--- src/rtl/ped_pkg.sv ---
`default_nettype none
// +-----------------------------------------------------------------------+
// | ped_pkg : shared states and constants for the pedestrian phase logic. |
// | Revision 1.0                                                          |
// +-----------------------------------------------------------------------+
package ped_pkg;

  typedef enum logic [2:0] {
    IDLE    = 3'd0,
    PENDING = 3'd1,
    WALK    = 3'd2,
    CLEAR   = 3'd3,
    GAP     = 3'd4
  } ped_state_t;

  localparam logic [7:0] WALK_ON  = 8'hFF;
  localparam logic [7:0] WALK_OFF = 8'h00;

  localparam int DEF_WALK_TIME  = 12;
  localparam int DEF_CLEAR_TIME = 4;
  localparam int DEF_MIN_GAP    = 8;
  localparam int DEF_CNT_W      = 7;

endpackage
`default_nettype wire

--- src/rtl/tick_down_counter.sv ---
`default_nettype none
// +-----------------------------------------------------------------------+
// | tick_down_counter : loadable down-counter stepped by a tick strobe.   |
// | Revision 1.0                                                          |
// +-----------------------------------------------------------------------+
module tick_down_counter #(
  parameter int CNT_W = 7
) (
  input  logic             clk,
  input  logic             rst_n,
  input  logic             tick,
  input  logic             load,
  input  logic [CNT_W-1:0] load_val,
  output logic [CNT_W-1:0] count,
  output logic             last
);

  // Load wins over a coincident tick; the count saturates at zero.
  always_ff @(posedge clk or negedge rst_n) begin
    if (!rst_n) begin
      count <= '0;
    end else if (load) begin
      count <= load_val;
    end else if (tick && (count != '0)) begin
      count <= count - 1'b1;
    end
  end

  assign last = tick && (count == CNT_W'(1));

endmodule
`default_nettype wire

--- src/rtl/ped_phase_scheduler.sv ---
`default_nettype none
// +-----------------------------------------------------------------------+
// | ped_phase_scheduler : pedestrian request / walk / clear / gap FSM.    |
// | Revision 1.0                                                          |
// +-----------------------------------------------------------------------+
module ped_phase_scheduler
  import ped_pkg::*;
#(
  parameter int WALK_TIME  = DEF_WALK_TIME,
  parameter int CLEAR_TIME = DEF_CLEAR_TIME,
  parameter int MIN_GAP    = DEF_MIN_GAP,
  parameter int CNT_W      = DEF_CNT_W
) (
  input  logic             clk,
  input  logic             rst_n,
  input  logic             tick,
  input  logic             ped_btn,
  input  logic             veh_idle,
  output logic             ped_req,
  output logic             lane_hold,
  output logic [7:0]       walk_light,
  output logic [CNT_W-1:0] remaining,
  output logic             ped_done
);

  ped_state_t       r_state;
  logic             r_btn_q;
  logic             r_pend;
  logic             r_flash;
  logic             w_press;
  logic             w_load;
  logic [CNT_W-1:0] w_load_val;
  logic             w_last;

  assign w_press = ped_btn & ~r_btn_q;

  // Every state exit reloads the counter, zero when heading back to idle.
  always_comb begin
    w_load     = 1'b0;
    w_load_val = '0;
    case (r_state)
      PENDING: if (veh_idle) begin
        w_load     = 1'b1;
        w_load_val = CNT_W'(WALK_TIME);
      end
      WALK: if (w_last) begin
        w_load     = 1'b1;
        w_load_val = CNT_W'(CLEAR_TIME);
      end
      CLEAR: if (w_last) begin
        w_load     = 1'b1;
        w_load_val = CNT_W'(MIN_GAP);
      end
      GAP: if (w_last) begin
        w_load     = 1'b1;
        w_load_val = '0;
      end
      default: ;
    endcase
  end

  tick_down_counter #(
    .CNT_W (CNT_W)
  ) u_cnt (
    .clk      (clk),
    .rst_n    (rst_n),
    .tick     (tick),
    .load     (w_load),
    .load_val (w_load_val),
    .count    (remaining),
    .last     (w_last)
  );

  always_ff @(posedge clk or negedge rst_n) begin
    if (!rst_n) begin
      r_state    <= IDLE;
      r_btn_q    <= 1'b0;
      r_pend     <= 1'b0;
      r_flash    <= 1'b0;
      ped_req    <= 1'b0;
      lane_hold  <= 1'b0;
      walk_light <= WALK_OFF;
      ped_done   <= 1'b0;
    end else begin
      r_btn_q  <= ped_btn;
      ped_done <= 1'b0;
      case (r_state)
        IDLE: if (w_press) begin
          r_state <= PENDING;
          ped_req <= 1'b1;
        end
        PENDING: if (veh_idle) begin
          // A press on this edge is absorbed by the service now starting.
          r_state    <= WALK;
          r_pend     <= 1'b0;
          ped_req    <= 1'b0;
          lane_hold  <= 1'b1;
          walk_light <= WALK_ON;
        end
        WALK: begin
          if (w_press) r_pend <= 1'b1;
          if (w_last) begin
            r_state    <= CLEAR;
            r_flash    <= 1'b0;
            walk_light <= WALK_OFF;
          end
        end
        CLEAR: begin
          if (w_press) r_pend <= 1'b1;
          if (w_last) begin
            r_state    <= GAP;
            r_flash    <= 1'b0;
            lane_hold  <= 1'b0;
            walk_light <= WALK_OFF;
            ped_done   <= 1'b1;
          end else if (tick) begin
            r_flash    <= ~r_flash;
            walk_light <= r_flash ? WALK_OFF : WALK_ON;
          end
        end
        GAP: begin
          if (w_press) r_pend <= 1'b1;
          if (w_last) begin
            if (r_pend || w_press) begin
              r_state <= PENDING;
              ped_req <= 1'b1;
            end else begin
              r_state <= IDLE;
            end
          end
        end
        default: r_state <= IDLE;
      endcase
    end
  end

endmodule
`default_nettype wire

--- config.mk ---
export PLATFORM = sky130hd
export DESIGN_NAME = ped_phase_scheduler
export DESIGN_NICKNAME = d
export VERILOG_FILES = /design/src/rtl/ped_pkg.sv /design/src/rtl/tick_down_counter.sv /design/src/rtl/ped_phase_scheduler.sv
export SDC_FILE = /design/constraint.sdc
export NUM_CORES = 1
export LEC_CHECK = 0
export CORE_ASPECT_RATIO = 1.75
export CORE_MARGIN = 5
export CORE_UTILIZATION = 46
export CTS_BUF_LIST = sky130_fd_sc_hd__clkbuf_4
export CTS_CLUSTER_DIAMETER = 50
export CTS_CLUSTER_SIZE = 14
export DETAILED_ROUTE_END_ITERATION = 7
export MAX_ROUTING_LAYER = met4
export PLACE_DENSITY_LB_ADDON = 0.25
export SLEW_MARGIN = 30
export SYNTH_ARGS = -nofsm -noshare
export SYNTH_HDL_FRONTEND = slang
export SYNTH_HIERARCHICAL = 1
export SYNTH_SLANG_ARGS = --single-unit
--- constraint.sdc ---
create_clock -name clk -period 3.5 [get_ports clk]
set_input_delay 0.7 -clock clk [delete_from_list [all_inputs] [get_ports clk]]
set_output_delay 0.7 -clock clk [all_outputs]
set_load 0.02 [all_outputs]
# After elaboration in Yosys (flattened, before gate mapping)
# Index checks and enable logic that the tools add are counted.
# word_totals
reg_bits	24
wordCells	79
input_bits	5
# classes
eq_ne	13
n_mux	35
add_sub_neg	1
bitwise_logic	3
n_reduce_logical	18
# op_table
operator	count
$mux 8	5
$pmux 8 s3	1
$mux 3	6
$pmux 3 s5	1
$mux 7	2
$mux 1	12
$pmux 4 s3	1
$reduce_and 5->1	2
$reduce_and 3->1	3
$mux 4	2
$ne 2x1->1 const B	4
$pmux 1 s2	4
$reduce_bool 2->1	4
$eq 7x1->1 const B	1
$reduce_bool 7->1	1
$sub 7x1->7 const B	1
$eq 3x2->1 const B	2
$ne 2x2->1 const B	3
$reduce_bool 3->1	2
$reduce_and 4->1	1
$eq 3x1->1 const B	1
$eq 3x3->1 const B	1
$logic_not 3->1	1
$ne 3x2->1 const B	1
6 further kinds	8

# Longest topological paths before layout
# logic_depth
ltp_word	6
mapped_depth	12

# Modules after synthesis
# The synthesis kept the hierarchy.
# by_module_without_submodules
module	area_each_um2	seq_area_each_um2	cells_per_inst	instances
ped_phase_scheduler	648.1	250.2	76	1
tick_down_counter	524.3	175.2	53	1

# Least setup slack after synthesis
# Ideal clock, no wire load.
# synth_timing
kind	register to register
startpoint	register u_cnt.count[2]
endpoint	register u_cnt.count[6]
path_stages_with_launch	12
arrival_ps	2527
t_required_ps	3374
slack_ps	847
synth_period_minus_slack_ps	2653
cell_sequence	dfrtp_1 > buf_6 > or4_1 > nor4b_1 > buf_2 > nand2_1 > nor2_1 > a21oi_1 > o22ai_1 > clkbuf_1 > nor3_1 > a221o_1
# synth_between
elab_chain_cells	5
elab_cells_between_ends	10
cone_classes	add/sub: 1; eq/ne: 1; mux: 4; reduce/logical: 4
# synth_lines
element	line_no	text
start: declaration	tick_down_counter.sv:14	output logic [CNT_W-1:0] count,
start signal: assignment	tick_down_counter.sv:23	count <= load_val;
start signal: assignment	tick_down_counter.sv:25	count <= count - 1'b1;
$eq 7x1->1 *	tick_down_counter.sv:29	assign last = tick && (count == CNT_W'(1));
$logic_and 1x1->1 *	tick_down_counter.sv:29	
named net w_last	ped_phase_scheduler.sv:33	logic w_last;
$mux 1 *	ped_phase_scheduler.sv:46, ped_phase_scheduler.sv:50, ped_phase_scheduler.sv:54	
$pmux 1 s2 *	ped_phase_scheduler.sv:41	case (r_state)
named net w_load	ped_phase_scheduler.sv:31	logic w_load;
$mux 7 / $reduce_bool 2->1 (equally long branches)	--	
# The timed path passes the listed nets; every way through them passes the cells marked *. The select of a mux whose other input is x is not followed.
# A chain may end at the register's enable or synchronous reset.

# Final worst setup path
# layout_timing
startpoint	register u_cnt.count[3]
endpoint	register u_cnt.count[6]
# The elaborated chain is that of the path after synthesis.

==> out/qor.yml <==
grt:
  grt_max_degree: 20
  antenna_found_initial: 0
  grt_use_total_pct: 16.12
  grt_pass1_wl_um: 4436
  globalRouteOverflowTotal: 0
  grt_pass1_vias: 984
floorplan:
  fp.coreArea_mm2: 0.002462
  num_rows: 24
  io_pins: 23
  start_util_pct: 47.61
  die_h_um: 76.79
  die_w_um: 48.16
  dieArea_mm2: 0.003698
placed_design:
  gp_congestion: 0.8059
  port_buffers: 22
  dp_hpwl_um: 2061
  pre_cts_ws_ns: 0.5041
synthesis:
  synth_edf_count: 0
  yosys_warnings: 6
  netlist-cell-type-count: 46
  syn_inst: 129
  ys_dominant_reg_cell: "dfrtp_1"
  avgSynthCellArea_um2: 9.088
  syn-cell-area_mm2: 0.001172
  synthArstFlopShare_pct: 100.0
  yosysSeqAreaShare_pct: 36.29
  yosys_register_bits: 17
power_and_ir_drop:
  seq_power_share_pct: 36.4
  p_per_area_mw_per_mm2: 844.5
  p_sw_share_pct: 46.51
  leakage_nw: 0.5623
  p_sw_mw: 0.5464
  p_int_mw: 0.6285
  peakVddDrop_uv: 533.3
  p_clk_share_pct: 8.9
  p_comb_share_pct: 54.7
cts:
  worst_skew_pair.late_latency_ns: 0.28
  htree_levels: 1
  post-cts-setup-buffer-count: 0
  cts.sinks: 17
  cts_inserted_buffers: 3
  ctsHoldBuffers: 0
  cts_tree: "built"
  cts.clk_slew.worst_paths_ns: 0.10
  clockBufferDepth: 2
  cts_resized: 0
  root_buffer: "clkbuf_4"
sta:
  min_period_ns: 2.860
  totalNegativeSetupSlack_ns: 0
  finalWorstSetupSlack_ns: 0.6403
  fin_worst_skew_ns: 0.002725
  setup_violations: 0
  hold_violations: 0
  slew_viol_final: 0
  worst_slew_pin_slew_ns: 0.7560
  rsz0062_at_grt: "no"
  relSlewSlack_pct: 49.44
  max_clock_freq_ghz: 0.3497
  period_share_pct: 81.71
critical_path:
  path_buf_inv: 2
  crit_fanout: 10
  worstPathArrival_ns: 3.04
  critPathCaptureType: "flip-flop"
  cp_slowest_cell: "or4_1"
  cp_data_required_time_ns: 3.68
  path_class: "flip-flop to flip-flop"
  max_stage_delay_ns: 0.61
  worstPathCellList: "or4_1 > nor4b_1 > buf_4 > nand2_1 > nor2_1 > a21oi_1 > o22ai_1 > inv_1 > o311a_1 > a221o_1"
  cp_top_family: "simple AND/OR/NAND/NOR gates"
  cp-start-kind: "flip-flop"
drt:
  top_layer: "met4"
  wl_met3_um: 87
  drt-met1-wl_um: 1072
  vias: 1036
  wl_met2_um: 1454
  drtIter0Drc: 45
  first_pass_iters: 4
  drc: 0
  via_per_inst: 5.954
  drtAntennaViolNets: 0
  wl_um: 2679
  routedWlPerCell_um: 15.40
final_layout:
  drive_gt1_share_pct: 9.459
  layout.nets: 157
  antenna_cells: 0
  seq_area_um2: 425.4
  synthToLayoutAreaGrowth_pct: 18.68
  fill_cells: 236
  multi_input_area_um2: 636.9
outcome:
  status: "complete, no violations"
run:
  maxCapViolations: 0
worst_hold_path:
  hold_path.class: "flip-flop to flip-flop"
-- layer usage --
metal  track usage, %  vias to the layer above
met3            2.108                        6
met1            19.01                      499
met2            26.83                       23
met4            4.852                        0
li1                 -                      508
met5                -                        -
-- flip-flops by register name (all words and copies together) (netlist names) --
| signal | cells |
|---|---|
| u_cnt/count | 7 |
| r_state | 3 |
| lane_hold | 1 |
| ped_done | 1 |
| ped_req | 1 |
| r_btn_q | 1 |
| r_flash | 1 |
| r_pend | 1 |
| walk_light | 1 |
-- metrics by stage --
step	cell area [um^2]	hold WS (ns)	util, %	power (mW)	instances
after detailed placement	1364	0.5247	55.39	1.076	170
final	1391	0.5430	56.50	1.175	174
after CTS	1391	0.5469	56.50	1.183	174
after floorplan	1187	0.4044	-	0.8585	133
after global placement	1364	0.5011	55.39	1.061	170
after global routing	1391	0.5968	56.50	1.257	174
-- placed cells by master (no fill, tap or decap), types with 2 or more instances in the layout --
cell	Yosys	final
a211o_1	3	3
a21oi_1	13	13
a2bb2oi_1	2	2
a31oi_1	3	3
buf_4	7	3
clkbuf_4	0	3
clkdlybuf4s50_1	0	22
conb_1	1	5
dfrtp_1	17	17
ha_1	3	3
inv_1	7	7
nand2_1	13	13
nand2b_1	2	2
nand3b_1	2	2
nor2_1	6	6
nor2b_1	2	2
nor3_1	4	4
nor3b_2	2	2
nor4b_1	2	2
o21a_1	2	2
o21ai_0	5	5
o31ai_1	2	2
o41ai_1	2	2
-- cell families (layout without fill, tap and decap cells) --
| logic type | Yosys count | count (layout) | synth area share, % |
|---|---|---|---|
| compound gates | 45 | 45 | 27.85 |
| simple gates | 42 | 42 | 21.66 |
| buf+inv | 21 | 36 | 10.67 |
| flops | 17 | 17 | 36.29 |
| fa+ha+maj | 3 | 3 | 3.202 |
| other cells | 1 | 5 | 0.3199 |
-- synth_stat cells, types with 3 or more instances --
master / count / share of area, %
ha_1: 3 / 3.2
buf_2: 4 / 1.7
o21ai_0: 5 / 2.1
nand2_1: 13 / 4.2
a211o_1: 3 / 2.2
dfrtp_1: 17 / 36
a31oi_1: 3 / 1.6
a21oi_1: 13 / 5.5
buf_4: 7 / 4.5
nor2_1: 6 / 1.9
nor3_1: 4 / 1.7
inv_1: 7 / 2.2
-- final cells by class --
type / count / share of cell area (%)
tap: 26 / 2.338
multi-input combinational: 95 / 45.77
clock inverter: 1 / 0.3597
clock buffer: 3 / 1.619
sequential: 17 / 30.58
inverter: 7 / 1.888
timing repair buffer: 25 / 17.45
-- final timing paths --
path / from / to / slack, ns / depth (start not counted)
setup / recovery: u_cnt/count[3]$_DFFE_PN0P_ / u_cnt/count[6]$_DFFE_PN0P_ / 0.64 / 10
hold / removal: r_flash$_DFFE_PN0P_ / r_flash$_DFFE_PN0P_ / 0.54 / 2
setup reg to reg: u_cnt/count[3]$_DFFE_PN0P_ / u_cnt/count[6]$_DFFE_PN0P_ / 0.64 / 10
hold reg to reg: r_flash$_DFFE_PN0P_ / r_flash$_DFFE_PN0P_ / 0.54 / 2
max in group asynchronous: rst_n / r_state[1]$_DFFE_PN0P_ / 2.18 / 1
min in group asynchronous: rst_n / u_cnt/count[6]$_DFFE_PN0P_ / 0.85 / 1
-- worst reg2reg max path, stage by stage, from the launching register on --
cell and delay [ns]:
dfrtp_1 0.48, or4_1 0.61, nor4b_1 0.27, buf_4 0.22
nand2_1 0.06, nor2_1 0.11, a21oi_1 0.05, o22ai_1 0.32
inv_1 0.21, o311a_1 0.17, a221o_1 0.26
-- power by group through the flow --
stage | clock [mW] | combinational, mW | sequential, mW
after floorplan | 0 | 0.425 | 0.433
after global placement | 0 | 0.634 | 0.428
after detailed placement | 0 | 0.644 | 0.432
after CTS | 0.107 | 0.646 | 0.429
after global routing | 0.120 | 0.688 | 0.449
final | 0.105 | 0.642 | 0.428
Note: power is estimated with default switching activity, not from simulation.
==> patch: new RTL, config.mk and constraints unchanged <==
Make the reset (`rst_n`) synchronous in 2 clocked blocks.
--- a/src/rtl/tick_down_counter.sv
+++ b/src/rtl/tick_down_counter.sv
@@ -16,7 +16,7 @@
 );
 
   // Load wins over a coincident tick; the count saturates at zero.
-  always_ff @(posedge clk or negedge rst_n) begin
+  always_ff @(posedge clk) begin
     if (!rst_n) begin
       count <= '0;
     end else if (load) begin
--- a/src/rtl/ped_phase_scheduler.sv
+++ b/src/rtl/ped_phase_scheduler.sv
@@ -71,7 +71,7 @@
     .last     (w_last)
   );
 
-  always_ff @(posedge clk or negedge rst_n) begin
+  always_ff @(posedge clk) begin
     if (!rst_n) begin
       r_state    <= IDLE;
       r_btn_q    <= 1'b0;
Behaviour: differs if rst_n is asserted again (counterexample within 4 cycles, from zero or initial values and one cycle with rst_n low); with rst_n held inactive, the same outputs for 10 cycles.
==> patch against the original RTL <==
- sequential share of layout area is 4.6 points lower
- design area shrank 5.8%
- sequential cell count is the same
- clock skew rose by 7.9 ps
- total power down 15%
- critical path type is now in2reg
- synthesized area fell by 6.9%
- routed wire length is 8.1% lower
- worst setup slack improved by 61 ps
- largest cell class unchanged
- highest routed layer unchanged
==> patch: results (changes against the original RTL) <==
total number of H-tree levels: 1 (unchanged)
startpoint of the worst-slack reg-to-reg timing path: u_cnt/count[2]$_SDFFE_PN0P_
maximum resistive drop on vdd: 461 µV (-14%)
Synthesis Warnings: 6 (unchanged)
Synth top cells by count: dfxtp_1, a21oi_1, inv_1
Worst setup startpoint: tick
achievable clock frequency: 357 MHz (+2.2%)
largest fanout on the critical path: 9 (-1)
initial antenna violation count: 0 (unchanged)
maximum number of pins on one net before global-route repair: 16 (-20%)
vias in the first global route: 965 (-1.9%)
First-pass DRT Iterations: 4 (unchanged)
share of the yosys chip area belonging to registers: 31.2% (-5.1 points)
maximum buffer depth of the clock tree: 2 (unchanged)
Final nets: 156 (-0.64%)
number of buffers created by CTS: 3 (unchanged)
layout cells sized above 1: 8.16% (-1.3 points)
cells taking the most area after synthesis: dfxtp_1, a21oi_1, buf_4, ha_1, inv_1
largest registers in the final layout: u_cnt/count x7, r_state x3
number of inserted diodes: 0 (unchanged)
full die area: 3480 µm² (-5.8%)
static leakage power: 0.000507 µW (-9.8%)
final setup skew: 10.6 ps (+7.91 ps)
weighted congestion reported at the end of routability-driven placement: 0.857 (+6.4%)
gr usage total: 16.7% (+0.61 points)
Port Buffer Count: 22 (unchanged)
number of DRC markers after the initial detailed-route iteration: 32 (-29%)
DR vias/cell: 5.54 (-6.9%)
fraction of synthesis flops using an asynchronous set or reset pin: 0% (-100 points)
Hold WC Path Type: reg2reg
Reg clk slew, reported paths: 100 ps (about the same)
outcome: finished clean
routed wire length: 2460 µm (-8.1%)
CTS Root Buffer Type: clkbuf_4
half-perimeter wire length after placement: 1880 µm (-8.5%)
latest clock arrival within the worst-skew pair: 300 ps (+20 ps)
data arrival time at the worst-slack endpoint: 3000 ps (-40 ps)
Resized Gates After CTS: 0 (unchanged)
first-pass GRT wire length: 4190 µm (-5.6%)
number of fill cells in the layout: 212 (-10%)
number of distinct library cell variants in the gate-level netlist after synthesis: 45 (-2.2%)
Hold Startpoint: r_flash$_SDFFE_PN0P_
Post-CTS Setup Repair Bufs: 0 (unchanged)
-- patch: changes by cell type in the layout (fill, tap and decap cells not counted), sizes merged, moves of 2 or more --
cell     change
a21o         +2
a2bb2oi      -3
a31oi        +2
dfrtp       -17
dfxtp       +17
inv          +3
nand2        -9
nor2         +2
nor3         -3
o21a         -2
o21ai        +2
or2          +2
or2b         +2
or3          +2
-- patch: critical path, cell delays in order --
cell             delay (ps)
clkdlybuf4s50_1         620
nor3b_1                 400
and4b_1                 270
nand2_1                  90
a21oi_1                 170
a31o_1                  130
inv_1                   110
and4_2                  230
o31a_1                  280
-- patch: metrics by stage --
stage / cells / worst slack (ps) / instance area (µm²) / util (%)
after floorplan: 131 / 880 / 1110 / -
after global placement: 168 / 528 / 1280 / 56.4
after detailed placement: 168 / 449 / 1280 / 56.4
after CTS: 172 / 761 / 1310 / 57.7
after global routing: 172 / 522 / 1310 / 57.7
final: 172 / 701 / 1310 / 57.7
-- patch: logic make-up after synthesis --
family | count (synthesis) | synth area share (%)
AOI/OAI and AO/OA | 44 | 27.6
and+or+nand+nor | 40 | 25.6
buffers and inverters | 22 | 11.8
DFF | 17 | 31.2
adders and majority gates | 3 | 3.44
other | 1 | 0.344
-- patch: worst paths after layout --
check,endpoint,slack [ps],cells after the start
worst min-delay path,r_flash$_SDFFE_PN0P_,470,2
worst max register to register,u_cnt/count[0]$_SDFFE_PN0P_,1360,8
worst max-delay path,u_cnt/count[0]$_SDFFE_PN0P_,700,9
worst min register to register,r_flash$_SDFFE_PN0P_,470,2
-- patch: per-layer routing --
layer | track usage, % | share of wire (%) | routed length [µm]
met1 | 16.9 | 40 | 988
met3 | 2.18 | 2.9 | 72
met2 | 30.3 | 55 | 1360
met5 | - | 0 | 0
met4 | 7.38 | 1.6 | 40
-- patch: area by class of cell --
class | instances | share of cell area, %
inverters | 10 | 2.86
repair buffers | 24 | 17.9
flip-flops and latches | 17 | 26.0
clock buffers | 4 | 2.29
multi-input cells | 92 | 48.6
well taps | 25 | 2.39
-- patch: report_power, final --
| group | switching (µW) | internal [µW] |
|---|---|---|
| sequential | 97.7 | 247 |
| combinational | 272 | 266 |
| clock | 62.5 | 52.2 |
